[src/rtl/lp4_mc_pkg.sv]
// Shared LPDDR4 controller definitions: command encodings,
// address bit meanings and the refresh engine state type.
package lp4_mc_pkg;

    // Command encodings packed as {cas, ras, we}
    localparam logic [2:0] CMD_PRE_ALL = 3'b011;
    localparam logic [2:0] CMD_REF     = 3'b110;

    localparam int A_ALLBANK_BIT = 10;

    typedef enum logic [2:0] {
        ST_IDLE,
        ST_WAIT_GNT,
        ST_PRE_ALL,
        ST_WAIT_TRP,
        ST_REF,
        ST_WAIT_TRFC
    } ref_state_t;

endpackage

[src/rtl/refresh_delay_timer.sv]
// Load/countdown timer shared by the tRP and tRFC waits.
// done is registered so a load of N releases the FSM N cycles later.
module refresh_delay_timer (
    input  logic       sys_clk,
    input  logic       sys_rst_n,
    input  logic       load,
    input  logic [7:0] value,
    output logic       done
);

    logic [7:0] cnt;

    always_ff @(posedge sys_clk or negedge sys_rst_n) begin
        if (!sys_rst_n) begin
            cnt  <= 8'd0;
            done <= 1'b0;
        end else if (load) begin
            cnt  <= value;
            done <= (value <= 8'd1);
        end else if (cnt > 8'd1) begin
            cnt  <= cnt - 8'd1;
            done <= (cnt == 8'd2);
        end
    end

endmodule

[src/rtl/refresher_lp4.sv]
// Periodic all-bank refresh engine: interval timer, pending queue
// and the request/grant, PRECHARGE-ALL, REFRESH command sequence.
module refresher_lp4
    import lp4_mc_pkg::*;
#(
    parameter int NUM_BANKS   = 8,
    parameter int TREFI_W     = 16,
    parameter int MAX_PENDING = 8
) (
    input  logic               sys_clk,
    input  logic               sys_rst_n,
    input  logic               refresh_en,
    output logic               refresh_req,
    input  logic [NUM_BANKS-1:0] refresh_gnt,
    output logic               cmd_valid,
    input  logic               cmd_ready,
    output logic [16:0]        cmd_payload_a,
    output logic [2:0]         cmd_payload_ba,
    output logic               cmd_payload_cas,
    output logic               cmd_payload_ras,
    output logic               cmd_payload_we,
    output logic               cmd_payload_is_cmd,
    output logic               cmd_payload_is_read,
    output logic               cmd_payload_is_write,
    input  logic [TREFI_W-1:0] tREFI_cfg,
    input  logic [7:0]         tRP_cfg,
    input  logic [7:0]         tRFC_cfg,
    output logic               busy,
    output logic [3:0]         pending,
    output logic               refresh_overflow
);

    localparam logic [16:0] A_PRE_ALL = 17'h1 << A_ALLBANK_BIT;
    localparam logic [3:0]  PEND_MAX  = 4'(MAX_PENDING);

    ref_state_t         state;
    logic [TREFI_W-1:0] timer;
    logic               tick;
    logic               delay_load;
    logic [7:0]         delay_val;
    logic               delay_done;
    logic               ref_acc;

    assign tick       = refresh_en && (timer == TREFI_W'(1));
    assign ref_acc    = (state == ST_REF) && cmd_ready;
    assign delay_load = ((state == ST_PRE_ALL) || (state == ST_REF))
                        && cmd_ready;
    assign delay_val  = (state == ST_REF) ? tRFC_cfg : tRP_cfg;

    assign cmd_payload_ba       = 3'd0;
    assign cmd_payload_is_cmd   = cmd_valid;
    assign cmd_payload_is_read  = 1'b0;
    assign cmd_payload_is_write = 1'b0;

    always_ff @(posedge sys_clk or negedge sys_rst_n) begin
        if (!sys_rst_n) begin
            timer <= '0;
        end else if (!refresh_en) begin
            timer <= '0;
        end else if (timer == '0 || timer == TREFI_W'(1)) begin
            timer <= tREFI_cfg;
        end else begin
            timer <= timer - TREFI_W'(1);
        end
    end

    // Simultaneous tick and accept cancel out
    always_ff @(posedge sys_clk or negedge sys_rst_n) begin
        if (!sys_rst_n) begin
            pending          <= 4'd0;
            refresh_overflow <= 1'b0;
        end else begin
            unique case ({tick, ref_acc})
                2'b10: begin
                    if (pending == PEND_MAX) refresh_overflow <= 1'b1;
                    else                     pending <= pending + 4'd1;
                end
                2'b01:   pending <= pending - 4'd1;
                default: ;
            endcase
        end
    end

    refresh_delay_timer u_delay (
        .sys_clk   (sys_clk),
        .sys_rst_n (sys_rst_n),
        .load      (delay_load),
        .value     (delay_val),
        .done      (delay_done)
    );

    always_ff @(posedge sys_clk or negedge sys_rst_n) begin
        if (!sys_rst_n) begin
            state           <= ST_IDLE;
            refresh_req     <= 1'b0;
            busy            <= 1'b0;
            cmd_valid       <= 1'b0;
            cmd_payload_a   <= 17'd0;
            cmd_payload_cas <= 1'b0;
            cmd_payload_ras <= 1'b0;
            cmd_payload_we  <= 1'b0;
        end else begin
            unique case (state)
                ST_IDLE: if (pending != 4'd0) begin
                    state       <= ST_WAIT_GNT;
                    refresh_req <= 1'b1;
                    busy        <= 1'b1;
                end
                ST_WAIT_GNT: if (&refresh_gnt) begin
                    state         <= ST_PRE_ALL;
                    cmd_valid     <= 1'b1;
                    cmd_payload_a <= A_PRE_ALL;
                    {cmd_payload_cas, cmd_payload_ras, cmd_payload_we}
                        <= CMD_PRE_ALL;
                end
                ST_PRE_ALL: if (cmd_ready) begin
                    state         <= ST_WAIT_TRP;
                    cmd_valid     <= 1'b0;
                    cmd_payload_a <= 17'd0;
                    {cmd_payload_cas, cmd_payload_ras, cmd_payload_we}
                        <= 3'b000;
                end
                ST_WAIT_TRP: if (delay_done) begin
                    state         <= ST_REF;
                    cmd_valid     <= 1'b1;
                    cmd_payload_a <= 17'd0;
                    {cmd_payload_cas, cmd_payload_ras, cmd_payload_we}
                        <= CMD_REF;
                end
                ST_REF: if (cmd_ready) begin
                    state     <= ST_WAIT_TRFC;
                    cmd_valid <= 1'b0;
                    {cmd_payload_cas, cmd_payload_ras, cmd_payload_we}
                        <= 3'b000;
                end
                ST_WAIT_TRFC: if (delay_done) begin
                    state       <= ST_IDLE;
                    refresh_req <= 1'b0;
                    busy        <= 1'b0;
                end
                default: state <= ST_IDLE;
            endcase
        end
    end

endmodule

[config.mk]
export PLATFORM = sky130hd
export DESIGN_NAME = refresher_lp4
export DESIGN_NICKNAME = d
export VERILOG_FILES = /design/src/rtl/lp4_mc_pkg.sv /design/src/rtl/refresh_delay_timer.sv /design/src/rtl/refresher_lp4.sv
export SDC_FILE = /design/constraint.sdc
export NUM_CORES = 1
export LEC_CHECK = 0
export ABC_AREA = 1
export BUFFER_PORTS_ARGS = -buffer_cell sky130_fd_sc_hd__buf_2
export CAP_MARGIN = 10
export CORE_MARGIN = 4
export CORE_UTILIZATION = 48
export DETAILED_ROUTE_END_ITERATION = 10
export PLACE_DENSITY = 0.86
export SLEW_MARGIN = 20
export SYNTH_ARGS = -nofsm -noshare
export SYNTH_HDL_FRONTEND = slang
export SYNTH_HIERARCHICAL = 1
export SYNTH_SLANG_ARGS = --single-unit
export TNS_END_PERCENT = 100
[constraint.sdc]
create_clock -name sys_clk -period 2.01 [get_ports sys_clk]
set_input_delay 0.201 -clock sys_clk [delete_from_list [all_inputs] [get_ports sys_clk]]
set_output_delay 0.201 -clock sys_clk [all_outputs]
set_load 0.01 [all_outputs]
# Word level (Yosys, flattened, before mapping)
# Index checks and enable logic that the tools add are counted.
[totals] elab_cells=86 output_inout_bits=34 register_bits=54
[op_classes] n_lt_le_gt_ge=2 addsub=4 reduce_logical=21 mux=30 eq_ne=18
[op_table] op="2-to-1 mux 17 bit" n=3
[op_table] op="one-hot mux 17 bit (3 select lines)" n=1
[op_table] op="2-to-1 mux 16 bit" n=2
[op_table] op="2-to-1 mux 8 bit" n=3
[op_table] op="2-to-1 mux 3 bit" n=6
[op_table] op="one-hot mux 3 bit (6 select lines)" n=1
[op_table] op="equality test 16 x 1 -> 1 bit (second input constant)" n=1
[op_table] op="zero test 16 bit" n=1
[op_table] op="subtractor 16 x 1 -> 16 bit (second input constant)" n=1
[op_table] op="inequality test 2 bit (second input constant)" n=5
[op_table] op="one-hot mux 1 bit (3 select lines)" n=3
[op_table] op="equality test 8 x 2 -> 1 bit (second input constant)" n=1
[op_table] op="greater-than comparator 8 x 1 -> 1 bit (second input constant)" n=1
[op_table] op="<= comparator 8 x 1 -> 1 bit (second input constant)" n=1
[op_table] op="2-to-1 mux 1 bit" n=8
[op_table] op="one-hot mux 4 bit (2 select lines)" n=1
[op_table] op="AND reduction 4 bit" n=2
[op_table] op="AND reduction 8 bit" n=1
[op_table] op="subtractor 8 x 1 -> 8 bit (second input constant)" n=1
[op_table] op="equality test 3 x 2 -> 1 bit (second input constant)" n=2
[op_table] op="equality test 3 bit (second input constant)" n=2
[op_table] op="inequality test 2 x 1 -> 1 bit (second input constant)" n=3
[op_table] op="AND reduction 6 bit" n=1
[op_table] op="nonzero test 2 bit" n=3
[op_table] op="other kinds (16)" n=21

# Depth between registers and ports, before layout
# Gate-level depths: netlist of run 1.
[logic_depth] word_depth=5 ltp_mapped=16 depth_no_buf=16

# By module
# Netlist of run 1, hierarchy kept.
[by_module_without_submodules] module="refresher_lp4" n_inst=1 cells_each=302 area_per_inst_um2=2177.1 seq_area_each_um2=725.7
[by_module_without_submodules] module="refresh_delay_timer" n_inst=1 cells_each=96 area_per_inst_um2=650.6 seq_area_each_um2=225.2

# Worst setup path after synthesis of run 1
# Ideal clock, no wire load.
[synth_timing] path_type="reg-to-reg" start="register state[0]" end="register u_delay.done" stages_incl_launch_ff=12 path_slack_ps=111 arrival_ps=1834 required_time_ps=1945 period_less_slack_ps=1899 setup_ps=65 path_cell_list="dfrtp_1 nor2_4 nand2_1 buf_2 a21oi_1 inv_2 buf_6 nor2_4 nand4_1 o21ai_0 nand2_1 nand2_1"
[synth_between] elab_chain_len=4 word_cells_on_any_way=8
[synth_lines] item="start: declaration" line="refresher_lp4.sv:36" text="ref_state_t state;"
[synth_lines] item="start signal: assignment" line="refresher_lp4.sv:94" text="state <= ST_IDLE;"
[synth_lines] item="start signal: assignment" line="refresher_lp4.sv:105" text="state <= ST_WAIT_GNT;"
[synth_lines] item="start signal: assignment" line="refresher_lp4.sv:110" text="state <= ST_PRE_ALL;"
[synth_lines] item="equality test 3 x 2 -> 1 bit or equality test 3 bit (tied branches)" line="refresher_lp4.sv:46" text="assign delay_load = ((state == ST_PRE_ALL) || (state == ST_REF))"
[synth_lines] item="logical OR 1 bit (*)" line="refresher_lp4.sv:46"
[synth_lines] item="logical AND 1 bit (*)" line="refresher_lp4.sv:47" text="&& cmd_ready;"
[synth_lines] item="via delay_load" line="refresher_lp4.sv:39" text="logic delay_load;"
[synth_lines] item="2-to-1 mux 1 bit or nonzero test 2 bit (tied branches)"
[synth_lines] item="end signal: assignment" line="refresh_delay_timer.sv:19" text="done <= (value <= 8'd1);"
[synth_lines] item="end signal: assignment" line="refresh_delay_timer.sv:22" text="done <= (cnt == 8'd2);"
[synth_lines] item="end: declaration" line="refresh_delay_timer.sv:8" text="output logic done"
# Mark *: on every way through the listed nets, which the timed path passes. The rest lies on a longest branch.
# A chain may end at the register's enable or synchronous reset.

# Final worst setup path of run 1
[layout_timing] start="register state[0]" end="register pending[2]"
[layout_between] elab_chain_len=5 word_cells_on_any_way=8
[layout_lines] item="equality test 3 bit (*)" line="refresher_lp4.sv:45" text="assign ref_acc = (state == ST_REF) && cmd_ready;"
[layout_lines] item="logical AND 1 bit (*)" line="refresher_lp4.sv:45"
[layout_lines] item="equality test 2 bit or equality test 2 x 1 -> 1 bit (tied branches)" line="refresher_lp4.sv:73" text="unique case ({tick, ref_acc})"
[layout_lines] item="inequality test 2 bit (no source line) or nonzero test 2 bit (tied branches)"
[layout_lines] item="AND reduction 2 bit (no source line)"
[layout_lines] item="end signal: assignment" line="refresher_lp4.sv:76" text="else pending <= pending + 4'd1;"
[layout_lines] item="end signal: assignment" line="refresher_lp4.sv:78" text="2'b01: pending <= pending - 4'd1;"
[layout_lines] item="end: declaration" line="refresher_lp4.sv:29" text="output logic [3:0] pending,"
# Mark *: on every way between the ends. The rest lies on a longest branch, timed or not.

==> results.json, run 1 <==
{
  "status": "finished, final reports clean",
  "cp_cell_sequence": "nor2_4 -> nand2_1 -> nor2_4 -> nand3_1 -> nand2_1 -> inv_1 -> ha_1 -> inv_1 -> nand2_1 -> inv_1 -> nand2_1 -> nand3_1 -> nand2_1",
  "areaGrowthSynthToFinish_pct": 13.2,
  "required_ps": 2210,
  "cpLargestDelayFamily": "simple AND/OR/NAND/NOR gates",
  "crit_type": "register to register",
  "startpoint": "state[0]",
  "fin_util_pct": 57.1,
  "ios": 78,
  "clk_path_buf_depth": 2,
  "cp_num_cells": 13,
  "grt_antenna_before_repair": 0,
  "firstDrtPassIters": 4,
  "reg2reg_depth": 13,
  "endpoint_kind": "register",
  "grt_pass1_vias": 2502,
  "min_period_over_period_pct": 91.7,
  "vias_per_cell": 4.81,
  "cp-start-kind": "register",
  "p_leak_nw": 1.68,
  "ys_warn_count": 6,
  "netlist_area_mm2": 0.00283,
  "grt.total_usage_pct": 17.9,
  "tightest_slew_ps": 865,
  "syn_inst": 398,
  "grt_pass1_wl_um": 10600,
  "drt_iter0_drc": 178,
  "vias": 2559,
  "clk_pin_slew_ps": 80,
  "finalSetupViolCount": 0,
  "fin_area_mm2": 0.00320,
  "place.gp.congestion": 0.890,
  "dp_hpwl_um": 4750,
  "cp_max_fo": 6,
  "power.density_mw_per_mm2": 1520,
  "cp.arrival_ps": 2040,
  "grt_max_degree": 39,
  "max_cap_violations": 0,
  "place_area_mm2": 0.00307,
  "timing.critical_path.mode_cell": "nand2_1",
  "ys_ff_latch": 38,
  "post-place-ws_ps": 172,
  "insertion_delay_ps": 300,
  "report.final.slew_viol_count": 0,
  "fmax_mhz": 542,
  "final_cells": 532,
  "ant_nets": 0,
  "cts.sinks": 38,
  "nets": 509,
  "root_buffer": "clkbuf_8",
  "drt-total-wl_um": 6250,
  "core_mm2": 0.00561,
  "final-hold-violation-count": 0,
  "layout-drive-gt1-share_pct": 24.3,
  "h-tree-depth": 2,
  "ys_types": 33,
  "fp.dieW_um": 84.8,
  "cts_buffers": 5,
  "ir_worst_vdd_v": 0.000668,
  "max_stage_delay_ps": 470,
  "start_util_pct": 50.4,
  "timing.rr.start": "state[0]",
  "insertedDiodeCount": 0,
  "timing.final.ws_setup_ps": 166,
  "dp.cells": 519,
  "fin_crit_ps": 1840,
  "hold_class": "primary input to async pin",
  "fp.dieH_um": 84.8,
  "slowest_stage": "dfrtp_1",
  "cts_tree": "yes",
  "worst-path-buf-inv": 3,
  "grt_overflow_total": 0,
  "syn_avg_cell_area_um2": 7.10,
  "skew_ps": 5.38,
  "dieArea_mm2": 0.00718,
  "portBuffers": 56,
  "drc": 0,
  "wl_per_cell_um": 11.7,
  "relSlewSlack_pct": 42.3,
  "ys_seq_area_share_pct": 33.6,
  "num_rows": 27,
  "hold_slack_ps": 13.1
}
[routing by layer]
metal  track usage (%)  part of all wire, %
met1              21.4                   43
met2              32.0                   49
met3              4.32                  7.2
met4              5.18                  1.1
met5                 0                    0
[power by group]
| group | leakage, nW | total (mW) | switching, mW | internal [mW] |
|---|---|---|---|---|
| Combinational | 1.16 | 2.86 | 1.81 | 1.05 |
| Sequential | 0.473 | 1.46 | 0.360 | 1.10 |
| Clock | 0.0441 | 0.542 | 0.299 | 0.244 |
[placed cells by master (no fill, tap or decap), types with 3 or more instances in the layout]
| master | n |
|---|---|
| nand2_1 | 123 |
| nand2_2 | 6 |
| xor2_1 | 8 |
| nand2_4 | 4 |
| buf_2 | 56 |
| nand3_1 | 24 |
| o21ai_2 | 3 |
| nor2_1 | 37 |
| inv_1 | 38 |
| nor3_1 | 3 |
| nor2_2 | 6 |
| o21ai_1 | 3 |
| clkbuf_8 | 5 |
| dfrtp_1 | 38 |
| nor2_4 | 11 |
| ha_1 | 6 |
| inv_2 | 4 |
| nand4_1 | 5 |
| conb_1 | 21 |
| a21oi_1 | 18 |
| xnor2_1 | 3 |
| o21ai_0 | 18 |
| buf_4 | 8 |
[Yosys cell counts]
cell	instances	area, µm²
nor2_2	5	31.3
nand4_1	5	31.3
clkbuf_1	1	3.75
nand3_4	1	17.5
inv_2	4	15.0
a32o_1	1	10.0
or2_2	1	6.26
buf_6	2	22.5
a21oi_2	1	8.76
xor2_1	8	70.1
o21ai_2	3	26.3
nor2_1	38	143
buf_2	2	10.0
nor3_2	1	10.0
nand2_2	6	37.5
a21oi_1	18	90.1
dfrtp_1	38	951
o21ai_1	3	15.0
nand2_1	123	462
a41oi_1	1	8.76
nor3_1	3	15.0
nor2_4	11	124
xnor2_1	3	26.3
ha_1	6	75.1
buf_4	25	188
a211oi_2	1	12.5
nand3b_1	1	7.51
a31o_2	1	8.76
o21ai_0	18	90.1
inv_1	38	143
conb_1	1	3.75
nand2_4	4	45.0
nand3_1	24	120
[metrics by stage]
step / power (mW) / setup TNS, ps
after floorplan: 3.73 / 0
after global placement: 4.16 / 0
after detailed placement: 4.29 / 0
after CTS: 4.87 / 0
after global routing: 5.39 / -11.6
final: 4.87 / 0
[repair_timing]
| item | CTS | global route |
|---|---|---|
| setup buffers | 0 | 5 |
| endpoints found under the setup margin | 0 | 1 |
| hold buffers | 0 | 0 |
| gates resized for setup | 0 | 1 |
[layout make-up]
type | instances | area (µm²)
inverters | 42 | 158
repair buffers | 64 | 340
fillers | 549 | 2410
well taps | 72 | 90.1
clock buffers | 5 | 68.8
multi-input cells | 308 | 1570
clock inverters | 3 | 21.3
flip-flops and latches | 38 | 951
[path summary, 6_finish.rpt]
path,endpoint,slack [ps]
setup / recovery,pending[2],170
hold / removal,timer[15],10
setup reg to reg,pending[2],170
hold reg to reg,cmd_payload_a[10],480
max in group asynchronous,u_delay/cnt[6],1450
min in group sys_clk,timer[12],140
[cell families after synthesis]
kind of cell | after synthesis | share of synthesized area [%]
buffers and inverters | 72 | 13.5
AOI/OAI and AO/OA | 47 | 9.56
DFF | 38 | 33.6
xor gates and xnor gates | 11 | 3.41
and+or+nand+nor | 223 | 37.1
other | 1 | 0.133
adders and majority gates | 6 | 2.65
[state kept, by name, summed over array words and instances, names as in the netlist]
signal,count
cmd_payload_ras,1
busy,1
state,3
cmd_payload_we,1
timer,16
refresh_overflow,1
u_delay/cnt,8
pending,4
u_delay/done,1
cmd_payload_cas,1
cmd_payload_a,1
[worst register-to-register path: cells and delay by family (launching register included)]
kind          cells  cell delay, ps
buf+inv           3             150
flops             1             470
fa+ha+maj         1             160
simple gates      9             970
(Power assumes the default switching activity.)
==> run 2: changes to the inputs <==
SETUP_SLACK_MARGIN = 0.4   (was unset)
==> results.json, run 2 (synthesis results as in run 1) <==
{
  "power.density_mw_per_mm2": 1700,
  "regMostFlops": "timer",
  "drc": 0,
  "cp-start-kind": "register",
  "num_rows": 27,
  "report.final.slew_viol_count": 0,
  "drt-total-wl_um": 7830,
  "grt.total_usage_pct": 18.8,
  "relSlewSlack_pct": 42.7,
  "violations": "negative hold slack",
  "p_leak_nw": 1.95,
  "setup_tns_ps": 0,
  "skew_ps": 11.9,
  "grt_use_met1_pct": 21.9,
  "most-common-layout-cells": "114 x nand2_1, 56 x buf_2, 40 x buf_4",
  "cts_tree": "yes",
  "firstDrtPassIters": 4,
  "areaGrowthSynthToFinish_pct": 35.7,
  "min_period_over_period_pct": 85.9,
  "drt_iter0_drc": 128,
  "met3_usage_pct": 4.12,
  "fillCellCount": 462,
  "fp.dieH_um": 84.8,
  "hold_slack_ps": -5.50,
  "grt_max_degree": 39,
  "fp.dieW_um": 84.8,
  "dp.cells": 520,
  "grt_overflow_total": 0,
  "portBuffers": 56,
  "met2_usage_pct": 33.5,
  "holdBufCountCts": 0,
  "vias_per_cell": 5.11,
  "rsz0062_at_grt": "yes",
  "final_cells": 576,
  "ios": 78,
  "status": "finished with violations",
  "nets": 553,
  "grt_antenna_before_repair": 0,
  "endpoint_kind": "register",
  "hold_class": "primary input to async pin",
  "grt_pass1_vias": 2707,
  "core_mm2": 0.00561,
  "rrSetupSlack_ps": 280,
  "insertion_delay_ps": 300,
  "finalSetupViolCount": 0,
  "root_buffer": "clkbuf_8",
  "h-tree-depth": 2,
  "cts.sinks": 38,
  "place.gp.congestion": 0.934,
  "start_util_pct": 50.4,
  "fmax_mhz": 579,
  "tightest_slew_ps": 859,
  "insertedDiodeCount": 0,
  "top_regs": "timer: 16 flops, u_delay/cnt: 8 flops, pending: 4 flops",
  "largest_register_ff_count": 16,
  "dp_hpwl_um": 4520,
  "clk_path_buf_depth": 2,
  "ir_worst_vdd_v": 0.000908,
  "crit_type": "register to register",
  "dieArea_mm2": 0.00718,
  "layout-drive-gt1-share_pct": 39.7,
  "clk_pin_slew_ps": 90,
  "ant_nets": 0,
  "wl_per_cell_um": 13.6,
  "final-hold-violation-count": 5,
  "cp.arrival_ps": 1960,
  "max_cap_violations": 0,
  "power_mw": 6.51,
  "cp_max_fo": 8,
  "cts_buffers": 5,
  "fin_crit_ps": 1730,
  "grt_pass1_wl_um": 11200,
  "busiest_layer": "met2",
  "final_common_cell": "nand2_1",
  "vias": 2946,
  "required_ps": 2240
}
-- run 2: repair_timing --
action                     4_1_cts  5_1_grt
pin swaps                       21       20
setup buffers                   32       15
setup endpoints to repair       27       31
cloned                           0        1
resized for setup               22       54
-- run 2: power by group --
group / switching, mW / internal, mW
Sequential: 0.365 / 1.11
Clock: 0.298 / 0.498
Combinational: 2.38 / 1.86
Total: 3.05 / 3.47
-- run 2: per-stage QoR --
step / cell area [µm²] / utilization (%) / hold slack [ps] / setup slack [ps]
4_1_cts: 3550 / 63.3 / 36.0 / 310
3_5_place_dp: 3100 / 55.2 / 355 / 185
2_1_floorplan: 2920 / - / -94.6 / 329
6_report: 3840 / 68.4 / -5.50 / 284
3_3_place_gp: 3100 / 55.2 / 343 / 253
5_1_grt: 3840 / 68.4 / 85.2 / 192
-- run 2: area by class of cell --
| type | count | area (µm²) | share of cell area [%] |
|---|---|---|---|
| clock buffer | 5 | 68.8 | 1.79 |
| clock inverter | 3 | 68.8 | 1.79 |
| inverter | 42 | 171 | 4.47 |
| multi-input combinational | 308 | 1760 | 46.0 |
| sequential | 38 | 955 | 24.9 |
| tap | 72 | 90.1 | 2.35 |
| timing repair buffer | 108 | 719 | 18.8 |
-- run 2: layer usage --
metal,part of all wire (%),up-vias,wire length [µm]
met2,52,109,4080
met3,5.3,25,418
met5,0,-,0
met1,40,1387,3140
met4,2.6,0,202
li1,-,1425,-
-- run 2: worst max-delay path, stage by stage (launching register included) --
cell,delay (ps)
dfrtp_2,440
buf_4,140
inv_2,100
nand2_2,110
a21oi_4,210
clkinv_4,130
nor2_4,120
nand4_1,140
o21ai_1,140
nand2_1,70
nand2_1,60
-- run 2: worst paths after layout --
check                                  from               end  cells after the start
setup / recovery                   state[0]      u_delay/done                     10
hold / removal                    sys_rst_n         timer[15]                      1
setup reg to reg                   state[0]      u_delay/done                     10
hold reg to reg            refresh_overflow  refresh_overflow                      1
max in group asynchronous         sys_rst_n          state[0]                      1
min in group sys_clk          tREFI_cfg[11]         timer[11]                      3
